### config.mk
export PLATFORM = sky130hd
export DESIGN_NAME = shift_add_mult
export DESIGN_NICKNAME = d
export VERILOG_FILES = /design/src/rtl/mult_pkg.sv /design/src/rtl/mult_control.sv /design/src/rtl/shift_add_mult.sv
export SDC_FILE = /design/constraint.sdc
export NUM_CORES = 1
export LEC_CHECK = 0
export CELL_PAD_IN_SITES_DETAIL_PLACEMENT = 0
export CELL_PAD_IN_SITES_GLOBAL_PLACEMENT = 1
export CORE_AREA = 2 2 76 78
export DETAILED_ROUTE_END_ITERATION = 10
export DIE_AREA = 0 0 78 80
export HOLD_SLACK_MARGIN = 0.06
export PLACE_DENSITY = 0.64
export SETUP_SLACK_MARGIN = 0.02
export SLEW_MARGIN = 20
export SYNTH_ARGS = -nofsm -noshare
export SYNTH_HDL_FRONTEND = slang
export SYNTH_HIERARCHICAL = 1
export SYNTH_SLANG_ARGS = --single-unit
### constraint.sdc
create_clock -name Clk -period 2.9 [get_ports Clk]
set_input_delay 0.58 -clock Clk [delete_from_list [all_inputs] [get_ports Clk]]
set_output_delay 0.58 -clock Clk [all_outputs]
set_load 0.1 [all_outputs]
### src/rtl/mult_pkg.sv
// Shared types and constants for the shift-add multiplier.
// State encoding plus the legal operand width range.
package mult_pkg;

  typedef enum logic [2:0] {
    S_IDLE  = 3'd0,
    S_ADD   = 3'd1,
    S_SHIFT = 3'd2,
    S_DONE  = 3'd3,
    S_ADDSH = 3'd4
  } state_t;

  localparam int WIDTH_MIN = 2;
  localparam int WIDTH_MAX = 32;

  function automatic bit width_ok(int w);
    return (w >= WIDTH_MIN) && (w <= WIDTH_MAX);
  endfunction

endpackage

### src/rtl/mult_control.sv
// Control FSM and bit counter of the shift-add multiplier.
// In: clk, rst_n, st, acc0. Out: last, idle, load, ad, sh, done.
module mult_control
  import mult_pkg::*;
#(
  parameter int WIDTH = 4,
  parameter int FAST  = 0
) (
  input  logic i_clk,
  input  logic i_rst_n,
  input  logic i_st,
  input  logic i_acc0,
  output logic o_last,
  output logic o_idle,
  output logic o_load,
  output logic o_ad,
  output logic o_sh,
  output logic o_done
);

  localparam int CW = $clog2(WIDTH) + 1;

  state_t        r_state;
  state_t        w_next;
  logic [CW-1:0] r_cnt;
  logic          w_last;

  assign w_last = (r_cnt == CW'(WIDTH - 1));
  assign o_last = w_last;

  always_ff @(posedge i_clk) begin
    if (!i_rst_n) begin
      r_state <= S_IDLE;
      r_cnt   <= '0;
    end else begin
      r_state <= w_next;
      if (o_load)
        r_cnt <= '0;
      else if (o_sh)
        r_cnt <= r_cnt + 1'b1;
    end
  end

  always_comb begin
    w_next = r_state;
    o_idle = 1'b0;
    o_load = 1'b0;
    o_ad   = 1'b0;
    o_sh   = 1'b0;
    o_done = 1'b0;
    unique case (r_state)
      S_IDLE: begin
        o_idle = 1'b1;
        o_load = i_st;
        if (i_st)
          w_next = (FAST != 0) ? S_ADDSH : S_ADD;
      end
      S_ADD: begin
        o_ad   = i_acc0;
        w_next = S_SHIFT;
      end
      S_SHIFT: begin
        o_sh   = 1'b1;
        w_next = w_last ? S_DONE : S_ADD;
      end
      S_ADDSH: begin
        o_ad   = i_acc0;
        o_sh   = 1'b1;
        w_next = w_last ? S_DONE : S_ADDSH;
      end
      S_DONE: begin
        o_done = 1'b1;
        w_next = S_IDLE;
      end
      default: w_next = S_IDLE;
    endcase
  end

endmodule

### src/rtl/shift_add_mult.sv
// Sequential shift-add multiplier, unsigned or two's complement.
// In: Clk, Rst_n, St, Sgn, Mplier, Mcand. Out: Idle, Load, Ad, Sh, Done, Product.
module shift_add_mult
  import mult_pkg::*;
#(
  parameter int WIDTH = 4,
  parameter int FAST  = 0
) (
  input  logic               Clk,
  input  logic               Rst_n,
  input  logic               St,
  input  logic               Sgn,
  input  logic [WIDTH-1:0]   Mplier,
  input  logic [WIDTH-1:0]   Mcand,
  output logic               Idle,
  output logic               Load,
  output logic               Ad,
  output logic               Sh,
  output logic               Done,
  output logic [2*WIDTH-1:0] Product
);

  localparam int AW = 2 * WIDTH + 1;

  generate
    if (!width_ok(WIDTH)) begin : g_width_illegal
      $error("shift_add_mult: WIDTH out of range");
    end
  endgenerate

  logic [AW-1:0] r_acc;
  logic [WIDTH:0] r_mc;
  logic          r_sgn;

  logic          w_last;
  logic          w_load;
  logic          w_ad;
  logic          w_sh;
  logic [WIDTH:0] w_hi;
  logic [WIDTH:0] w_sum;
  logic [AW-1:0] w_added;
  logic [AW-1:0] w_shifted;
  logic          w_fill;

  mult_control #(
    .WIDTH (WIDTH),
    .FAST  (FAST)
  ) u_ctrl (
    .i_clk   (Clk),
    .i_rst_n (Rst_n),
    .i_st    (St),
    .i_acc0  (r_acc[0]),
    .o_last  (w_last),
    .o_idle  (Idle),
    .o_load  (w_load),
    .o_ad    (w_ad),
    .o_sh    (w_sh),
    .o_done  (Done)
  );

  assign Load = w_load;
  assign Ad   = w_ad;
  assign Sh   = w_sh;

  // Signed multiplier MSB carries weight -2^(W-1): subtract there.
  assign w_hi  = r_acc[AW-1:WIDTH];
  assign w_sum = (r_sgn && w_last) ? (w_hi - r_mc)
                                   : (w_hi + r_mc);

  assign w_added   = w_ad ? {w_sum, r_acc[WIDTH-1:0]}
                          : r_acc;
  assign w_fill    = r_sgn & w_added[AW-1];
  assign w_shifted = {w_fill, w_added[AW-1:1]};

  always_ff @(posedge Clk) begin
    if (!Rst_n) begin
      r_acc <= '0;
      r_mc  <= '0;
      r_sgn <= 1'b0;
    end else if (w_load) begin
      r_acc <= {{(WIDTH+1){1'b0}}, Mplier};
      r_mc  <= {Sgn & Mcand[WIDTH-1], Mcand};
      r_sgn <= Sgn;
    end else if (w_sh) begin
      r_acc <= w_shifted;
    end else if (w_ad) begin
      r_acc <= w_added;
    end
  end

  assign Product = r_acc[2*WIDTH-1:0];

endmodule

==> Word-level counts from Yosys, hierarchy flattened <==
Index checks and enable logic that the tools add are counted.
W data, S select, Z words.
{ "word_totals": {"elab_cells": 41, "output_inout_bits": 13, "input_bits": 12, "reg_bits": 21} }
{ "classes": {"bitwise_logic": 3, "n_reduce_logical": 8, "add_sub_neg": 3, "mux": 14, "eq_ne": 6} }
{ "op_table": {"columns": ["operator", "n"], "rows": [
  ["$mux W9", 3],
  ["$pmux W3 S4", 1],
  ["$eq A3 B2 Y1 const B", 3],
  ["$mux W3", 2],
  ["$reduce_or A2 Y1", 3],
  ["$add A5 B5 Y5", 1],
  ["$mux W1", 5],
  ["$mux W5", 1],
  ["$sub A5 B5 Y5", 1],
  ["$mux W4", 1],
  ["$reduce_bool A2 Y1", 2],
  ["$add A3 B1 Y3 const B", 1],
  ["$eq A3 B1 Y1 const B", 1],
  ["$eq A3 B3 Y1 const B", 1],
  ["$logic_not A3 Y1", 1],
  ["$reduce_bool A3 Y1", 1],
  ["$and A1 B1 Y1", 2],
  ["$mux W2", 1],
  ["$ne A2 B2 Y1 const B", 1],
  ["$logic_and A1 B1 Y1", 1],
  ["$not A1 Y1", 1]
]} }

==> Depth between registers and ports, before layout <==
{ "depth": {"depth_word": 7, "mapped_depth": 10, "depth_no_buf": 10} }

==> By module <==
Netlist, hierarchy kept.
{ "by_module_without_submodules": {"columns": ["module", "area_per_inst_um2", "cells_each", "seq_area_each_um2", "n_inst"], "rows": [
  ["shift_add_mult", 972.2, 112, 300.3, 1],
  ["mult_control", 350.3, 39, 120.1, 1]
]} }

==> Worst setup path after synthesis <==
Ideal clock, no wire load.
{ "synth_path": {"kind": "reg2reg", "startpoint": "register u_ctrl.r_state[0]", "endpoint": "register r_acc[0]", "path_stages_with_launch": 8, "setup_slack_ps": -1677, "required_ps": 2785, "arrival_ps": 4462, "n_path_buf": 3, "period_less_slack_ps": 4577, "setup_ps": 115, "cell_sequence": "dfxtp_1 -> buf_2 -> nor3_1 -> and2_1 -> clkbuf_1 -> clkbuf_1 -> o21ai_0 -> and2_1"} }
{ "synth_via": {"elab_cells_between_ends": 9, "classes_between": "2 x eq/ne; 4 x mux; 3 x reduce/logical"} }
{ "synth_rtl": {"columns": ["item", "line", "source"], "rows": [
  ["start: declaration", "mult_control.sv:23", "state_t r_state;"],
  ["start signal: assignment", "mult_control.sv:36", "r_state <= w_next;"],
  ["$logic_not A3 Y1 *", "mult_control.sv:51", "unique case (r_state)"],
  ["$mux W1 *", "mult_control.sv:51", null],
  ["net Load", "shift_add_mult.sv:16", "output logic Load,"],
  ["$mux W4 / $reduce_bool A2 Y1 (equally long branches)", null, null],
  ["end signal: assignment", "shift_add_mult.sv:81", "r_acc <= {{(WIDTH+1){1'b0}}, Mplier};"],
  ["end signal: assignment", "shift_add_mult.sv:85", "r_acc <= w_shifted;"],
  ["end signal: assignment", "shift_add_mult.sv:87", "r_acc <= w_added;"],
  ["end: declaration", "shift_add_mult.sv:31", "logic [AW-1:0] r_acc;"]
]} }
Mark *: on every way through the listed nets, which the timed path passes. The rest lies on a longest branch.
A chain may end at the register's enable or synchronous reset.

==> Final worst setup path <==
{ "layout_path": {"startpoint": "register u_ctrl.r_cnt[0]", "endpoint": "register r_acc[8]"} }
{ "layout_via": {"elab_chain_cells": 6, "elab_cells_between_ends": 7, "classes_between": "1 x eq/ne; 4 x mux; 1 x bitwise; 1 x reduce/logical"} }
{ "layout_lines": {"columns": ["item", "line", "source"], "rows": [
  ["start: declaration", "mult_control.sv:25", "logic [CW-1:0] r_cnt;"],
  ["start signal: assignment", "mult_control.sv:40", "r_cnt <= r_cnt + 1'b1;"],
  ["$eq A3 B2 Y1 *", "mult_control.sv:28", "assign w_last = (r_cnt == CW'(WIDTH - 1));"],
  ["net w_last", "shift_add_mult.sv:35", "logic w_last;"],
  ["$logic_and A1 B1 Y1 *", "shift_add_mult.sv:67", "assign w_sum = (r_sgn && w_last) ? (w_hi - r_mc)"],
  ["$mux W5 *", "shift_add_mult.sv:67", null],
  ["$mux W9 *", "shift_add_mult.sv:70", "assign w_added = w_ad ? {w_sum, r_acc[WIDTH-1:0]}"],
  ["$mux W9 / $and A1 B1 Y1 (equally long branches)", "shift_add_mult.sv:86, shift_add_mult.sv:72", null],
  ["$mux W9 *", "shift_add_mult.sv:84", "end else if (w_sh) begin"]
]} }
Mark *: on every way through the listed nets, which the timed path passes. The rest lies on a longest branch. The select of a mux whose other input is x is not followed.

==> results.md <==
* Status: finished, final reports clean
* H-tree depth at 1
* Cells after Synth at around 150
* Post CTS Setup Buffer Count at 0
* Worst-Skew Late Latency at 270 ps
* Drt pass-1 iters at 4
* Most frequent cells in the layout: dfxtp_1 (21), buf_4 (14), mux2i_1 (11), clkdlybuf4s50_1 (11), nand2_1 (10)
* I/O pin count at 25
* Gpl congestion at 0.764
* Primary FF master, synth: dfxtp_1
* Hold path cells at 2
* DRT Wirelength at between 2000 and 3000 um
* Commonest non-fill, non-tap cell in the layout: dfxtp_1
* Post-DP Area at between 1500 and 2000 um2
* Layout Utilization at between 30% and 40%
* Routed vias at ~1,000
* Finished Layout Cells at between 200 and 250
* Largest net degree at the start of global routing at 19
* Hpwl dp at roughly 2100 um
* Unrepaired setup endpoints after global routing: no
* Maximum VDD drop at 0.138 mV
* Area of the multi-input gates at 785 um2
* Slew Limit Fails at 0
* CORE AREA at between 5000 and 6000 um2
* Least-Margin Pin Slew at between 500 and 600 ps
* Placement row count at 27
* Leak Pwr at roughly 0.63 nW
* Final TNS setup at 0 ps
* Slowest stage delay, CP at 440 ps
* Hold Crit Start: r_mc[4]
* Syn Nets at approximately 170
* YS warnings at 6
* Worst Path Required at roughly 3100 ps
* Cells after DPL at between 200 and 250
* Layout cell share with drive strength beyond 1 at about a fifth
* WP data arrival at 2820 ps
* Post-Syn Area at around 1300 um2
* Die Wd at roughly 78 um
* CP Launch Type: register
* Mean Syn Cell Area at between 8 and 9 um2
* Nets at between 150 and 200
* Gate family responsible for the most delay along the worst path: adder cells
* Max Fanout on Critical Path at 6
* ANT cells at 0
* DRC at 0
* Initial antenna violation count at 0
* Skew final at roughly 8.6 ps
* Clk sinks at 21
* Initial core utilization at about a quarter
* TritonCTS clock tree: done
* EDFF count, synth at 0
* Fin Hold WS at 498 ps
* Pwr Total at approximately 0.75 mW
* WP buf/inv at 0
* Worst rel slew slack at 64.9%
* Area Overhead vs Synth at 24.7%
* Height of the chip at approximately 80 um
* Post-DRT Antenna Nets at 0
* Post-CTS Hold Fix Bufs at 0
* Synthesized flop and latch total at 21
* FF/Latch Area at about 420 um2
* Period utilisation layout at 90.4%
* Slowest-stage cell, CP: fa_1
* Via density at between 4 and 5
* Setup violations, final at 0
* Pre-CTS setup slack at ~290 ps
* Critical path class: register to register
* Die area at roughly 6200 um2
* Crit path cell chain: ha_1 -> ha_1 -> nand2_1 -> mux2i_1 -> fa_1 -> a21o_1 -> a21oi_1 -> xnor3_1 -> or3_1 -> a21oi_1
* Root Buffer: clkbuf_8
* Reg2reg end: r_acc[8]
* Max-cap violations at 0
* Final setup margin at ~280 ps
* Netlist cell types at 39
* F_max at 381 MHz
* PortBufs at 24
* Detailed Route Iter0 Violations at 19
* Deepest clock path buffer count at 2
* Power Density at approximately 460 nW/um2
* TritonCTS Buffers at 3
* Final min period at 2620 ps
* Worst setup EP type: register
* Vias in the first global route at around 900
* Global-route wire length before repair at ~4400 um
* Global Route Usage Sum at a little under a tenth
* Layout fillers at 603
* Reg-to-reg critical path startpoint: u_ctrl/r_cnt[0]
* Final-report hold violation count at 0
* Seq/Total Area, Yosys at 31.8%
* Reg clk slew, reported paths at 90 ps
* Grt ovf at 0
* Cell area after layout at between 1500 and 2000 um2
* Worst path depth at 10
* R2r setup slk at 280 ps
* Mean routed wirelength per cell at 11.5 um
* Asr flop ratio synth at 0%
* Hold EP: r_mc[4]
* HP Class: register to register
* Post-CTS sizing at 0
* Cells on worst reg2reg path at 10
==> final cells by class <==
| class | count | area share, % |
|---|---|---|
| Multi-Input combinational cell | 105 | 47.6 |
| Clock buffer | 3 | 2.50 |
| Inverter | 8 | 1.82 |
| Sequential cell | 21 | 25.5 |
| Tap cell | 72 | 5.46 |
| Clock inverter | 1 | 0.455 |
| Timing Repair Buffer | 28 | 16.7 |
==> state kept, by name, indices dropped and copies added, names as in the netlist <==
signal and flops:
r_acc 9, r_sgn 1, r_mc 5, u_ctrl/r_state 3, u_ctrl/r_cnt 3
==> worst min-delay path: cells and delay by family, from the launching register on <==
family	cells	cell delay [ps]
AO/OA/AOI/OAI	1	60
AND/OR/NAND/NOR	1	60
flip-flops	1	330
==> power breakdown <==
group	switching, mW	internal, mW	total [mW]
sequential	0.0161	0.301	0.317
combinational	0.138	0.0930	0.231
clock	0.105	0.0971	0.203
total	0.260	0.491	0.751
==> per-layer routing <==
metal | vias up | wire [um] | GRT usage (%) | share of wire (%)
met5 | - | 0 | 0 | 0
met4 | 0 | 34 | 4.74 | 1.2
met2 | 17 | 1230 | 15.0 | 45
li1 | 541 | - | - | -
met3 | 2 | 88 | 1.36 | 3.2
met1 | 468 | 1380 | 11.5 | 51
==> synthesized netlist by cell type, types with 3 or more instances <==
cell      instances  share of area (%)
o21ai_0           9                3.4
mux2i_1          11                8.3
nor2_1            7                2.0
clkbuf_1          5                1.4
nand2_1          10                2.8
ha_1              7                6.6
xor2_1            3                2.0
a21oi_1           9                3.4
buf_4             8                4.5
and2_1            5                2.4
dfxtp_1          21                 32
or3_1             3                1.4
inv_1             8                2.3
nand3_1           5                1.9
nor3b_1           3                1.7
nor2b_1           5                2.4
xnor2_1           3                2.0
==> worst max path at each step <==
| stage | from | endpoint | slack (ps) |
|---|---|---|---|
| 5_1_grt | u_ctrl/r_cnt[0] | r_acc[8] | 100 |
| 6_report | u_ctrl/r_cnt[0] | r_acc[8] | 280 |
| 2_1_floorplan | u_ctrl/r_state[2] | r_acc[0] | 170 |
| 3_5_place_dp | u_ctrl/r_cnt[0] | r_acc[8] | 290 |
| 3_3_place_gp | u_ctrl/r_cnt[0] | r_acc[8] | 330 |
| 4_1_cts | u_ctrl/r_cnt[0] | r_acc[8] | 270 |
==> cells by family (layout without fill, tap and decap cells) <==
group	after synthesis	count (layout)	share of synthesized area, %
AOI/OAI and AO/OA	31	31	14.6
muxes	11	11	8.33
xor gates and xnor gates	8	8	6.91
adders and majority gates	8	8	8.14
buffers and inverters	25	40	11.4
DFF	21	21	31.8
and+or+nand+nor	47	47	18.9
No activity file was read; power rests on OpenSTA's default activity.
